File: src/rtl/npc_unit.sv
// ============================================================================
// Module   : npc_unit
// Brief    : Next-PC generator for the single-cycle MIPS datapath. Handles
//            branch/jump/jr target selection, jal link address, optional
//            branch-delay-slot sequencing (NPC_DELAY_SLOT_EN) and a sticky
//            fetch-fault halt for misaligned or out-of-range targets.
// Revision : 1.0 - initial release
// ============================================================================
`default_nettype none

module npc_unit #(
    parameter logic [31:0] RESET_ADDR = 32'h0000_3000,
    parameter logic [31:0] IM_BASE    = 32'h0000_3000,
    parameter int unsigned IM_WORDS   = 4096
) (
    input  logic        clk,
    input  logic        reset,
    input  logic [31:0] pc,
    input  logic        stall,
    input  logic        br_take,
    input  logic [15:0] br_offset,
    input  logic        j_valid,
    input  logic [25:0] j_index,
    input  logic        jr_valid,
    input  logic [31:0] jr_target,
    output logic [31:0] next,
    output logic [31:0] link_addr,
    output logic        in_delay,
    output logic        fault,
    output logic [31:0] fault_addr
);

    typedef enum logic [1:0] {
        NORMAL = 2'd0,
        DELAY  = 2'd1,
        HALT   = 2'd2
    } state_t;

    // One bit wider so a range ending exactly at 2^32 still compares correctly.
    localparam logic [32:0] IM_LIMIT = {1'b0, IM_BASE} + (33'(IM_WORDS) << 2);

    function automatic logic is_legal(input logic [31:0] addr);
        return (addr[1:0] == 2'b00) && (addr >= IM_BASE) && ({1'b0, addr} < IM_LIMIT);
    endfunction

    state_t      state_q, state_d;
    logic [31:0] fault_addr_q, fault_addr_d;
    logic [31:0] w_seq, w_br, w_jmp, w_target;
    logic        w_req;

    assign w_seq = pc + 32'd4;
    assign w_br  = w_seq + {{14{br_offset[15]}}, br_offset, 2'b00};
    assign w_jmp = {w_seq[31:28], j_index, 2'b00};
    assign w_req = jr_valid | j_valid | br_take;

    always_comb begin
        w_target = w_br;
        if (jr_valid)     w_target = jr_target;
        else if (j_valid) w_target = w_jmp;
    end

`ifdef NPC_DELAY_SLOT_EN
    logic [31:0] pending_q, pending_d;
    assign link_addr = pc + 32'd8;
    assign in_delay  = (state_q == DELAY);
`else
    assign link_addr = pc + 32'd4;
    assign in_delay  = 1'b0;
`endif

    assign fault      = (state_q == HALT);
    assign fault_addr = fault_addr_q;

    always_comb begin
        next         = w_seq;
        state_d      = state_q;
        fault_addr_d = fault_addr_q;
`ifdef NPC_DELAY_SLOT_EN
        pending_d    = pending_q;
`endif
        if (reset) begin
            next = RESET_ADDR;
        end else if (state_q == HALT || stall) begin
            next = pc;
`ifdef NPC_DELAY_SLOT_EN
        end else if (state_q == DELAY) begin
            // Delay-slot instruction's own control requests are dropped here.
            next    = pending_q;
            state_d = NORMAL;
`endif
        end else if (w_req) begin
            if (!is_legal(w_target)) begin
                next         = pc;
                fault_addr_d = w_target;
                state_d      = HALT;
`ifdef NPC_DELAY_SLOT_EN
            end else if (!is_legal(w_seq)) begin
                next         = pc;
                fault_addr_d = w_seq;
                state_d      = HALT;
            end else begin
                next      = w_seq;
                pending_d = w_target;
                state_d   = DELAY;
            end
`else
            end else begin
                next = w_target;
            end
`endif
        end else if (!is_legal(w_seq)) begin
            next         = pc;
            fault_addr_d = w_seq;
            state_d      = HALT;
        end
    end

    always_ff @(posedge clk) begin
        if (reset) begin
            state_q      <= NORMAL;
            fault_addr_q <= 32'd0;
`ifdef NPC_DELAY_SLOT_EN
            pending_q    <= 32'd0;
`endif
        end else begin
            state_q      <= state_d;
            fault_addr_q <= fault_addr_d;
`ifdef NPC_DELAY_SLOT_EN
            pending_q    <= pending_d;
`endif
        end
    end

endmodule

`default_nettype wire

File: config.mk
export PLATFORM = sky130hd
export DESIGN_NAME = npc_unit
export DESIGN_NICKNAME = d
export VERILOG_FILES = /design/src/rtl/npc_unit.sv
export SDC_FILE = /design/constraint.sdc
export NUM_CORES = 1
export LEC_CHECK = 0
export BUFFER_PORTS_ARGS = -buffer_cell sky130_fd_sc_hd__buf_2
export CAP_MARGIN = 20
export CELL_PAD_IN_SITES_DETAIL_PLACEMENT = 0
export CELL_PAD_IN_SITES_GLOBAL_PLACEMENT = 1
export CORE_MARGIN = 2
export CORE_UTILIZATION = 32
export CTS_CLUSTER_SIZE = 30
export DETAILED_ROUTE_END_ITERATION = 8
export GPL_TIMING_DRIVEN = 0
export HOLD_SLACK_MARGIN = 0.02
export PLACE_DENSITY_LB_ADDON = 0.1
export SLEW_MARGIN = 40
export SYNTH_ARGS = -nofsm -noshare
export SYNTH_HDL_FRONTEND = slang
export SYNTH_SLANG_ARGS = --single-unit
File: constraint.sdc
create_clock -name clk -period 4.3 [get_ports clk]
set_input_delay 0.215 -clock clk [delete_from_list [all_inputs] [get_ports clk]]
set_output_delay 0.215 -clock clk [all_outputs]
set_load 0.05 [all_outputs]
After elaboration in Yosys (flattened, before gate mapping):

Index checks and enable logic that the tools add are counted.

* bits in registers: 34
* bits in latches: 0
* bits in writable memories: 0
* ROM bits: 0
* input port bits: 112
* memories kept: 0
* logic and storage cells: 35

* bitwise gates (word level): 3
* shift-type cells: 0
* $mul: 0
* reduce and logical (&&, ||, !) cells: 8
* order comparisons: 4
* $add $sub $neg: 2
* muxes and demuxes: 13
* div/mod/pow operators: 0
* eq/ne operators: 3

Operator list (number)
* 2-to-1 mux 32 bit: 10
* >= comparator 32 x 14 -> 1 bit, second input constant: 2
* < comparator 32 x 15 -> 1 bit, second input constant: 2
* adder 32 x 3 -> 32 bit, second input constant: 1
* adder 32 bit: 1
* 2-to-1 mux 2 bit: 3
* logical AND 1 bit: 4
* logical NOT 2 bit: 2
* inequality test 2 bit, second input constant: 2
* AND reduction 3 bit: 1
* equality test 2 bit, second input constant: 1
* bitwise OR 1 bit: 2
* logical OR 1 bit: 1
* NOT 1 bit: 1

Logic depth before layout (Yosys ltp):

Gate-level depths: netlist (run 1).

* depth in word-level cells: 11
* depth in mapped cells: 22
* depth with buffers taken out: 18

Least setup slack after synthesis (run 1):

Ideal clock, no wire load.

* kind: input to output
* start point: in pc[4]
* end point: out next[2]
* path buffers: 3
* stages: 19
* arrival time: 6.092 ns
* setup slack: -2.007 ns
* cell sequence: buf_2 > and4_4 > nand4_2 > or2_2 > nor2_1 > xor2_1 > ha_1 > clkbuf_1 > and3_1 > and2_1 > a221o_1 > nand2_1 > and4_1 > and3b_1 > nand3b_1 > nand4b_1 > or4b_1 > buf_6 > a311oi_1

* word-level cells in the longest chain between the ends: 11
* elaborated cells between the ends (all ways): 17
* those cells by class: add/sub (2); order compare (4); mux (7); reduce/logical (4)

Ends and longest elaborated chain
* start: declaration: RTL line 18 `input logic [31:0] pc,`
* adder 32 x 3 -> 32 bit *
* via link_addr[20]: RTL line 27 `output logic [31:0] link_addr,`
* adder 32 bit: RTL line 52 `assign w_br = w_seq + {{14{br_offset[15]}}, br_offset, 2'b00};`
* 2-to-1 mux 32 bit: RTL line 59 `else if (j_valid) w_target = w_jmp;`
* 2-to-1 mux 32 bit: RTL line 58 `if (jr_valid) w_target = jr_target;`
* >= comparator 32 x 14 -> 1 bit: RTL line 43 `return (addr[1:0] == 2'b00) && (addr >= IM_BASE) && ({1'b0, addr} < IM_LIMIT);`
* logical AND 1 bit (2 in series): RTL line 43
* 2-to-1 mux 32 bit: RTL line 92 `if (!is_legal(w_target)) begin`
* 2-to-1 mux 32 bit *: RTL line 91 `end else if (w_req) begin`
* 2-to-1 mux 32 bit *: RTL line 83 `end else if (state_q == HALT || stall) begin`
* 2-to-1 mux 32 bit *: RTL line 81 `if (reset) begin`
* end: declaration: RTL line 26 `output logic [31:0] next,`

Mark *: on every way through the listed nets, which the timed path passes. The rest lies on a longest branch.

Worst setup path after layout (run 1):

* start point: in pc[6]
* end point: out next[13]

* word-level cells in the longest chain between the ends: 11
* elaborated cells between the ends (all ways): 17
* those cells by class: add/sub (2); order compare (4); mux (7); reduce/logical (4)

Ends and longest elaborated chain
* adder 32 x 3 -> 32 bit *: RTL line 51 `assign w_seq = pc + 32'd4;`
* adder 32 bit: RTL line 52
* 2-to-1 mux 32 bit: RTL line 59
* 2-to-1 mux 32 bit: RTL line 58
* >= comparator 32 x 14 -> 1 bit: RTL line 43
* logical AND 1 bit (2 in series): RTL line 43
* 2-to-1 mux 32 bit: RTL line 92
* 2-to-1 mux 32 bit *: RTL line 91
* 2-to-1 mux 32 bit *: RTL line 83
* 2-to-1 mux 32 bit *: RTL line 81

Every way passes the cells marked *; elsewhere a longest branch is shown, timed or not.

==> results of run 1 <==
## routing by layer
| metal | track usage [%] | routed length (um) | vias to the layer above | part of all wire, % |
|---|---|---|---|---|
| met5 | 0 | 0 | - | 0 |
| met4 | 11.5 | 1450 | 0 | 4.7 |
| met3 | 3.72 | 1850 | 66 | 6.0 |
| met2 | 49.8 | 14500 | 354 | 47 |
| li1 | - | - | 3810 | - |
| met1 | 39.5 | 13100 | 3949 | 42 |
## kinds of logic (layout without fill, tap and decap cells)
family	Yosys count	count (layout)	synth area share, %
simple gates	319	319	28.8
mux	20	20	3.49
xor+xnor	46	46	6.95
other cells	1	1	0.0635
buf+inv	90	379	6.52
fa+ha+maj	37	37	7.96
flops	33	33	11.2
compound gates	313	314	35.0
## power breakdown
part	internal [mW]	total, mW	switching (mW)
clock	0.275	0.431	0.156
sequential	0.335	0.360	0.0253
combinational	0.506	1.36	0.853
total	1.12	2.15	1.04
## synth_stat cells (12+ instances only)
library cell  count  area share (%)
or3_1            12             1.3
mux2i_1          15             2.5
nand3_1          26             2.2
ha_1             36             7.6
a21o_1           15             1.9
nor3b_1          15             1.9
o21ai_0          43             3.6
a211oi_1         31             3.9
and3_1           12             1.3
clkbuf_1         42             2.7
nor2_1           64             4.1
nand2_1          78             5.0
dfxtp_1          33              11
o211ai_1         15             1.9
xor2_1           20             3.0
inv_1            27             1.7
a21oi_1         104             8.8
nand4_1          24             2.5
xnor2_1          25             3.7
nor3_1           19             1.6
## area by class of cell
| class | count | area, um2 | area share, % |
|---|---|---|---|
| inverters | 27 | 106 | 1.04 |
| well taps | 229 | 287 | 2.81 |
| flip-flops and latches | 33 | 661 | 6.49 |
| clock buffers | 5 | 125 | 1.23 |
| multi-input cells | 737 | 6450 | 63.3 |
| plain buffers | 52 | 404 | 3.97 |
| clock inverters | 3 | 46.3 | 0.455 |
| repair buffers | 292 | 2100 | 20.7 |
## per-stage QoR
step,power (mW),utilization (%),setup WS (ps)
5_1_grt,2.24,56.5,-757
2_1_floorplan,1.16,-,-853
4_1_cts,2.07,54.1,-567
3_5_place_dp,1.48,44.8,-1700
3_3_place_gp,1.49,44.8,-1690
6_report,2.15,56.5,-610
## layout by cell type, fill, tap and decap left out, types with 8 or more instances in the layout
master     Yosys  layout
buf_12         0      10
a21oi_1      104      57
o21ai_0       43      32
nor3_1        19      14
a31oi_1       11      10
buf_8          0       8
a21oi_2        2      33
o21ai_2        1       9
and2_4         0      10
mux2i_1       15      11
o22ai_1       11      10
and3_1        12       8
ha_1          36      15
xor2_1        20      11
a211oi_2       2       9
xnor2_2        1       8
dfxtp_1       33      33
buf_4          3      83
clkbuf_16      0       9
a211oi_1      31      23
nand4_1       24      24
a21oi_4        2      18
nand3_1       26      23
o211ai_1      15      15
ha_4           0      17
nor3b_4        0      12
buf_2          8     161
o21a_1        10       9
xnor2_1       25      11
inv_1         27      18
or3_1         12      10
a21o_1        15      15
nor2_1        64      59
inv_2          0       8
nand2_1       78      72
clkbuf_1      42      27
buf_6          3      44
## registers in the layout, indices dropped and copies added (netlist names)
signal,count
fault_addr,32
state_q,1
## how the worst min path moves through the flow
stage / start / endpoint / slack [ps] / depth (start not counted)
6_report: jr_target[31] / fault_addr[31]$_SDFFE_PP0P_ / 320 / 3
5_1_grt: jr_target[31] / fault_addr[31]$_SDFFE_PP0P_ / 320 / 3
4_1_cts: jr_target[1] / fault_addr[1]$_SDFFE_PP0P_ / 310 / 3
3_5_place_dp: fault_addr[19]$_SDFFE_PP0P_ / fault_addr[19]$_SDFFE_PP0P_ / 490 / 2
3_3_place_gp: fault_addr[19]$_SDFFE_PP0P_ / fault_addr[19]$_SDFFE_PP0P_ / 490 / 2
2_1_floorplan: jr_target[31] / fault_addr[31]$_SDFFE_PP0P_ / 450 / 2
## worst max-delay path, stage by stage
cell and delay, ps:
clkbuf_16 100, and4_4 260, nand4_4 120, buf_12 170, or2_4 270, nor2_4 140
xor2_4 270, ha_4 270, and3_4 160, and2_4 150, a221o_1 350, nand2_1 80
and4_1 180, and3b_1 180, nand3b_1 170, nand3b_1 210, or4b_4 670, buf_12 200
mux2i_4 180, a21boi_4 150, buf_6 180
## repair_timing
item                                    CTS  global route
endpoints found under the setup margin   65            65
pin swaps                                83            34
setup buffers                            69            18
gates resized for setup                 232            74
cloned                                    4             2
==> run_results.csv, run 1 <==
group,metric,value,unit
status,status,"finished, violations left",
status,violations,"setup timing",
timing,hold_slack,319,ps
clock_network,htreeDepth,2,
global_routing,grt_max_degree,20,
yosys,synth-async-reset-ratio,0,%
route,drt-pass1-iter-count,5,
critical_path,cp-endpoint,"next[13]",
timing,fin_ws,-610,ps
global_routing,grt_pass1_wl,45.5,mm
critical_path,worstSetupStartpointType,"primary input",
global_routing,grt_pass1_vias,7829,
floorplanning,start_util,32.8,%
timing,period_share,114,%
clock_network,cts_num_sinks,33,
yosys,postSynthAreaPerCell,6.88,um2
clock_network,ctsRootBufferMaster,"clkbuf_16",
route,num_vias,8179,
timing,period_minus_slack,4910,ps
critical_path,required,4090,ps
cells_and_area,area_growth,72.4,%
timing,setup_tns,-19980,ps
floorplanning,die_w,140,um
clock_network,holdBufCountCts,0,
place,dpl-instance-area,8070,um2
floorplanning,fp.coreArea,18000,um2
yosys,syn_nets,1008,
critical_path,ff2ff_path_depth,6,
route,wl,30.9,mm
floorplanning,die-area,19600,um2
route,route.detailed.drc,0,
yosys,ys.flop_type,"dfxtp_1",
cells_and_area,fill_cells,1735,
route,drtAntennaViolNets,0,
timing,drv_slew,0,
pwr,leakage,4.23,nW
timing,fmax,204,MHz
min_path,hp-class,"in2reg",
route,viasPerCell,5.94,
clock_network,numCtsBuffers,5,
floorplanning,die_height,140,um
cells_and_area,fin_nets,1297,
pwr,power_density,211,nW/um2
global_routing,antenna_found_initial,0,
cells_and_area,postLayoutCellArea,10200,um2
critical_path,startpoint,"pc[6]",
floorplanning,fp-row-count,49,
clock_network,cts_tree,"yes",
timing,finalHoldViolations,0,
clock_network,worstSkewPairLatency,290,ps
yosys,ys_seq_elements,33,
place,io_buffers,202,
global_routing,grtUsageTotal,29.9,%
timing,skew,6.50,ps
critical_path,regToRegEndpoint,"fault_addr[25]$_SDFFE_PP0P_",
critical_path,critPathCaptureType,"output pin",
timing,setup_viol,62,
clock_network,cts_buffer_depth,2,
floorplanning,io_pins,210,
timing,slew_headroom,36.7,%
yosys,ys_warn_count,0,
route,wl_per_cell,22.4,um
clock_network,clk_pin_slew,60,ps
flow_run,max_cap_violations,0,
yosys,synth_cells,859,
cells_and_area,n_antenna_cell,0,
critical_path,r2r_start,"state_q[1]$_SDFFE_PP0P_",
critical_path,reg2reg_setup_slack,1710,ps
global_routing,overflow,0,
yosys,ys_seq_area_share,11.2,%
critical_path,cp_max_fo,7,
timing,grt_setup_unrepaired,"yes",
critical_path,critPathArrivalTime,4690,ps
pwr,ir_worst_vdd,0.161,mV
place,post-dp-hpwl,23.1,mm
cells_and_area,final_cells,1378,
route,drtIter0Drc,641,
timing,worstMarginPinSlew,950,ps
yosys,synth.distinct_cells,85,
yosys,synth_edf_count,0,
yosys,synthesis.area,5910,um2
place,place_congestion,0.904,
cells_and_area,layout-drive-gt1-share,48.4,%
place,post-place-cells,1290,
critical_path,path_class,"in2out",
(Power assumes the default switching activity.)
==> run 2: changes to the inputs <==
CORE_ASPECT_RATIO = 0.8   (was unset)
GPL_TIMING_DRIVEN = 1   (was 0)
SLEW_MARGIN = 0   (was 40)
==> run 2 against run 1 <==
The flow still finishes with violations (setup timing); fmax down 1.3%; first-iteration DRC count rose by 13%; hold slack got worse by 27 ps; global-route usage rose by 2.0 points; sequential cell count did not move; utilization increased by 4.7 points; critical endpoint is now next[18]; largest cell class unchanged; largest power group unchanged; highest routed layer unchanged.
==> run_results.csv, run 2 (synthesis gave the netlist of run 1 again) <==
group,metric,value,unit
status,status,"finished, violations left",
status,violations,"setup timing",
timing,slew_headroom,51.1,%
critical_path,reg2reg_setup_slack,2210,ps
pwr,ir_worst_vdd,0.129,mV
floorplanning,die_w,156,um
route,drt-pass1-iter-count,6,
timing,hold_slack,292,ps
cells_and_area,final_cells,1530,
global_routing,overflow,0,
pwr,leakage,4.90,nW
clock_network,cts_tree,"yes",
timing,finalHoldViolations,0,
critical_path,worstSetupStartpointType,"primary input",
timing,grt_setup_unrepaired,"yes",
cells_and_area,fin_nets,1448,
critical_path,path_delay_family,"simple AND/OR/NAND/NOR gates",
cells_and_area,n_antenna_cell,0,
global_routing,grtUsageTotal,31.9,%
route,num_vias,8663,
route,drtIter0Drc,726,
pwr,p_comb_share,68.7,%
clock_network,worstSkewPairLatency,290,ps
clock_network,cts_num_sinks,33,
pwr,sw_frac_of_total,47.2,%
route,wl_per_cell,21.4,um
pwr,pwr-share-clk,15.6,%
critical_path,cp_num_buf_inv,4,
cells_and_area,mostFrequentLayoutCells,"274 x buf_4, 165 x buf_2, 72 x nand2_1",
global_routing,grt_max_degree,36,
pwr,power.internal,1.20,mW
floorplanning,die_height,126,um
min_path,min_from,"jr_target[0]",
pwr,power_density,205,nW/um2
min_path,hp-class,"in2reg",
critical_path,critPathArrivalTime,4760,ps
critical_path,path_cells,"buf_4, and2_4, nand2_2, nor2_2, and3_4, nand3_4, xnor2_4, ha_4, buf_4, and4_4, a221o_1, o31ai_2, xnor2_2, o2bb2ai_4, a2111oi_4, nand4b_1, or4b_4, a21oi_4, clkbuf_16, nor3b_4, buf_6",
clock_network,htreeDepth,2,
floorplanning,io_pins,210,
clock_network,clk_pin_slew,60,ps
pwr,p_sw,1.08,mW
cells_and_area,postLayoutCellArea,11100,um2
timing,worstMarginPinSlew,733,ps
floorplanning,fp-row-count,44,
timing,fin_ws,-673,ps
min_path,hold_path_end,"fault_addr[0]$_SDFFE_PP0P_",
cells_and_area,largest_reg_flops,32,
place,pre_cts_ws,-1100,ps
flow_run,max_cap_violations,0,
critical_path,cp_slowest_cell,"or4b_4",
timing,drv_slew,0,
critical_path,timing.critical_path.mode_cell,"buf_4",
timing,fmax,201,MHz
floorplanning,die-area,19600,um2
place,io_buffers,208,
timing,period_minus_slack,4970,ps
pwr,power,2.28,mW
timing,period_share,116,%
critical_path,r2r_start,"state_q[1]$_SDFFE_PP0P_",
clock_network,holdBufCountCts,0,
pwr,p_seq_share,15.7,%
route,wl,32.7,mm
place,post-place-cells,1492,
critical_path,ff2ff_path_depth,5,
cells_and_area,layout-drive-gt1-share,56.1,%
clock_network,numCtsBuffers,5,
route,viasPerCell,5.66,
clock_network,ctsRootBufferMaster,"clkbuf_16",
place,place_congestion,0.958,
cells_and_area,final_common_cell,"buf_4",
critical_path,max_stage_delay,620,ps
timing,skew,5.67,ps
critical_path,regToRegEndpoint,"fault_addr[1]$_SDFFE_PP0P_",
route,drtAntennaViolNets,0,
critical_path,critPathCaptureType,"output pin",
min_path,whs_path_depth,3,
critical_path,path_class,"in2out",
floorplanning,fp.coreArea,18100,um2
clock_network,cts_buffer_depth,2,
timing,setup_viol,63,
global_routing,grt_pass1_vias,8099,
floorplanning,start_util,32.6,%
global_routing,antenna_found_initial,0,
critical_path,required,4090,ps
route,route.detailed.drc,0,
place,dpl-instance-area,9660,um2
critical_path,cp_max_fo,5,
cells_and_area,area_growth,87.8,%
global_routing,grt_pass1_wl,48.1,mm
place,post-dp-hpwl,25.6,mm
==> run 2: cell count changes in the layout (fill, tap and decap cells not counted), sizes merged <==
cell	change
or4b	+1
buf	+181
clkinv	+1
bufinv	-1
clkbuf	-31
==> run 2: metal layers <==
| layer | global-route usage (%) | part of all wire (%) |
|---|---|---|
| met1 | 49.3 | 48 |
| met2 | 47.6 | 42 |
| met3 | 3.26 | 7.8 |
| met4 | 6.48 | 1.8 |
| met5 | 0 | 0 |
==> run 2: per-stage QoR <==
stage	setup TNS [ps]	utilization (%)
CTS	-18040	59.0
global placement	-56410	53.3
finish	-26230	61.2
detailed placement	-60250	53.3
global route	-34600	61.2
floorplan	-27720	-
==> run 2: worst max-delay path by stage <==
stage / start / to / depth (start not counted)
after floorplan: pc[6] / next[5] / 19
after global placement: pc[11] / next[2] / 19
after detailed placement: pc[11] / next[2] / 19
after CTS: pc[4] / next[15] / 18
after global routing: pc[3] / next[21] / 21
final: pc[3] / next[18] / 21
==> run 2: layout make-up <==
| class | count | area (um2) |
|---|---|---|
| fillers | 1694 | 7020 |
| repair buffers | 494 | 3570 |
| flip-flops and latches | 33 | 661 |
| inverters | 27 | 101 |
| clock buffers | 5 | 125 |
| clock inverters | 3 | 17.5 |
| well taps | 230 | 288 |
| multi-input cells | 738 | 6320 |
==> run 2: repair_timing <==
item | CTS | global route
pin swaps | 45 | 42
gates resized for setup | 172 | 52
setup buffers | 16 | 10
setup endpoints to repair | 65 | 65
cloned | 2 | 2
==> run 2: power groups by stage <==
stage | clock network (mW) | registers, mW | logic, mW
2_1_floorplan | 0 | 0.458 | 0.699
3_3_place_gp | 0 | 0.362 | 1.37
4_1_cts | 0.356 | 0.356 | 1.49
6_report | 0.355 | 0.357 | 1.57
3_5_place_dp | 0 | 0.362 | 1.36
5_1_grt | 0.371 | 0.359 | 1.65
==> run 2: worst reg2reg max path, cell delays in order, from the launching register on <==
cell and delay, ps:
dfxtp_1 340, or2_2 500, a21oi_4 510, buf_12 280, a21oi_2 90, a211oi_1 270
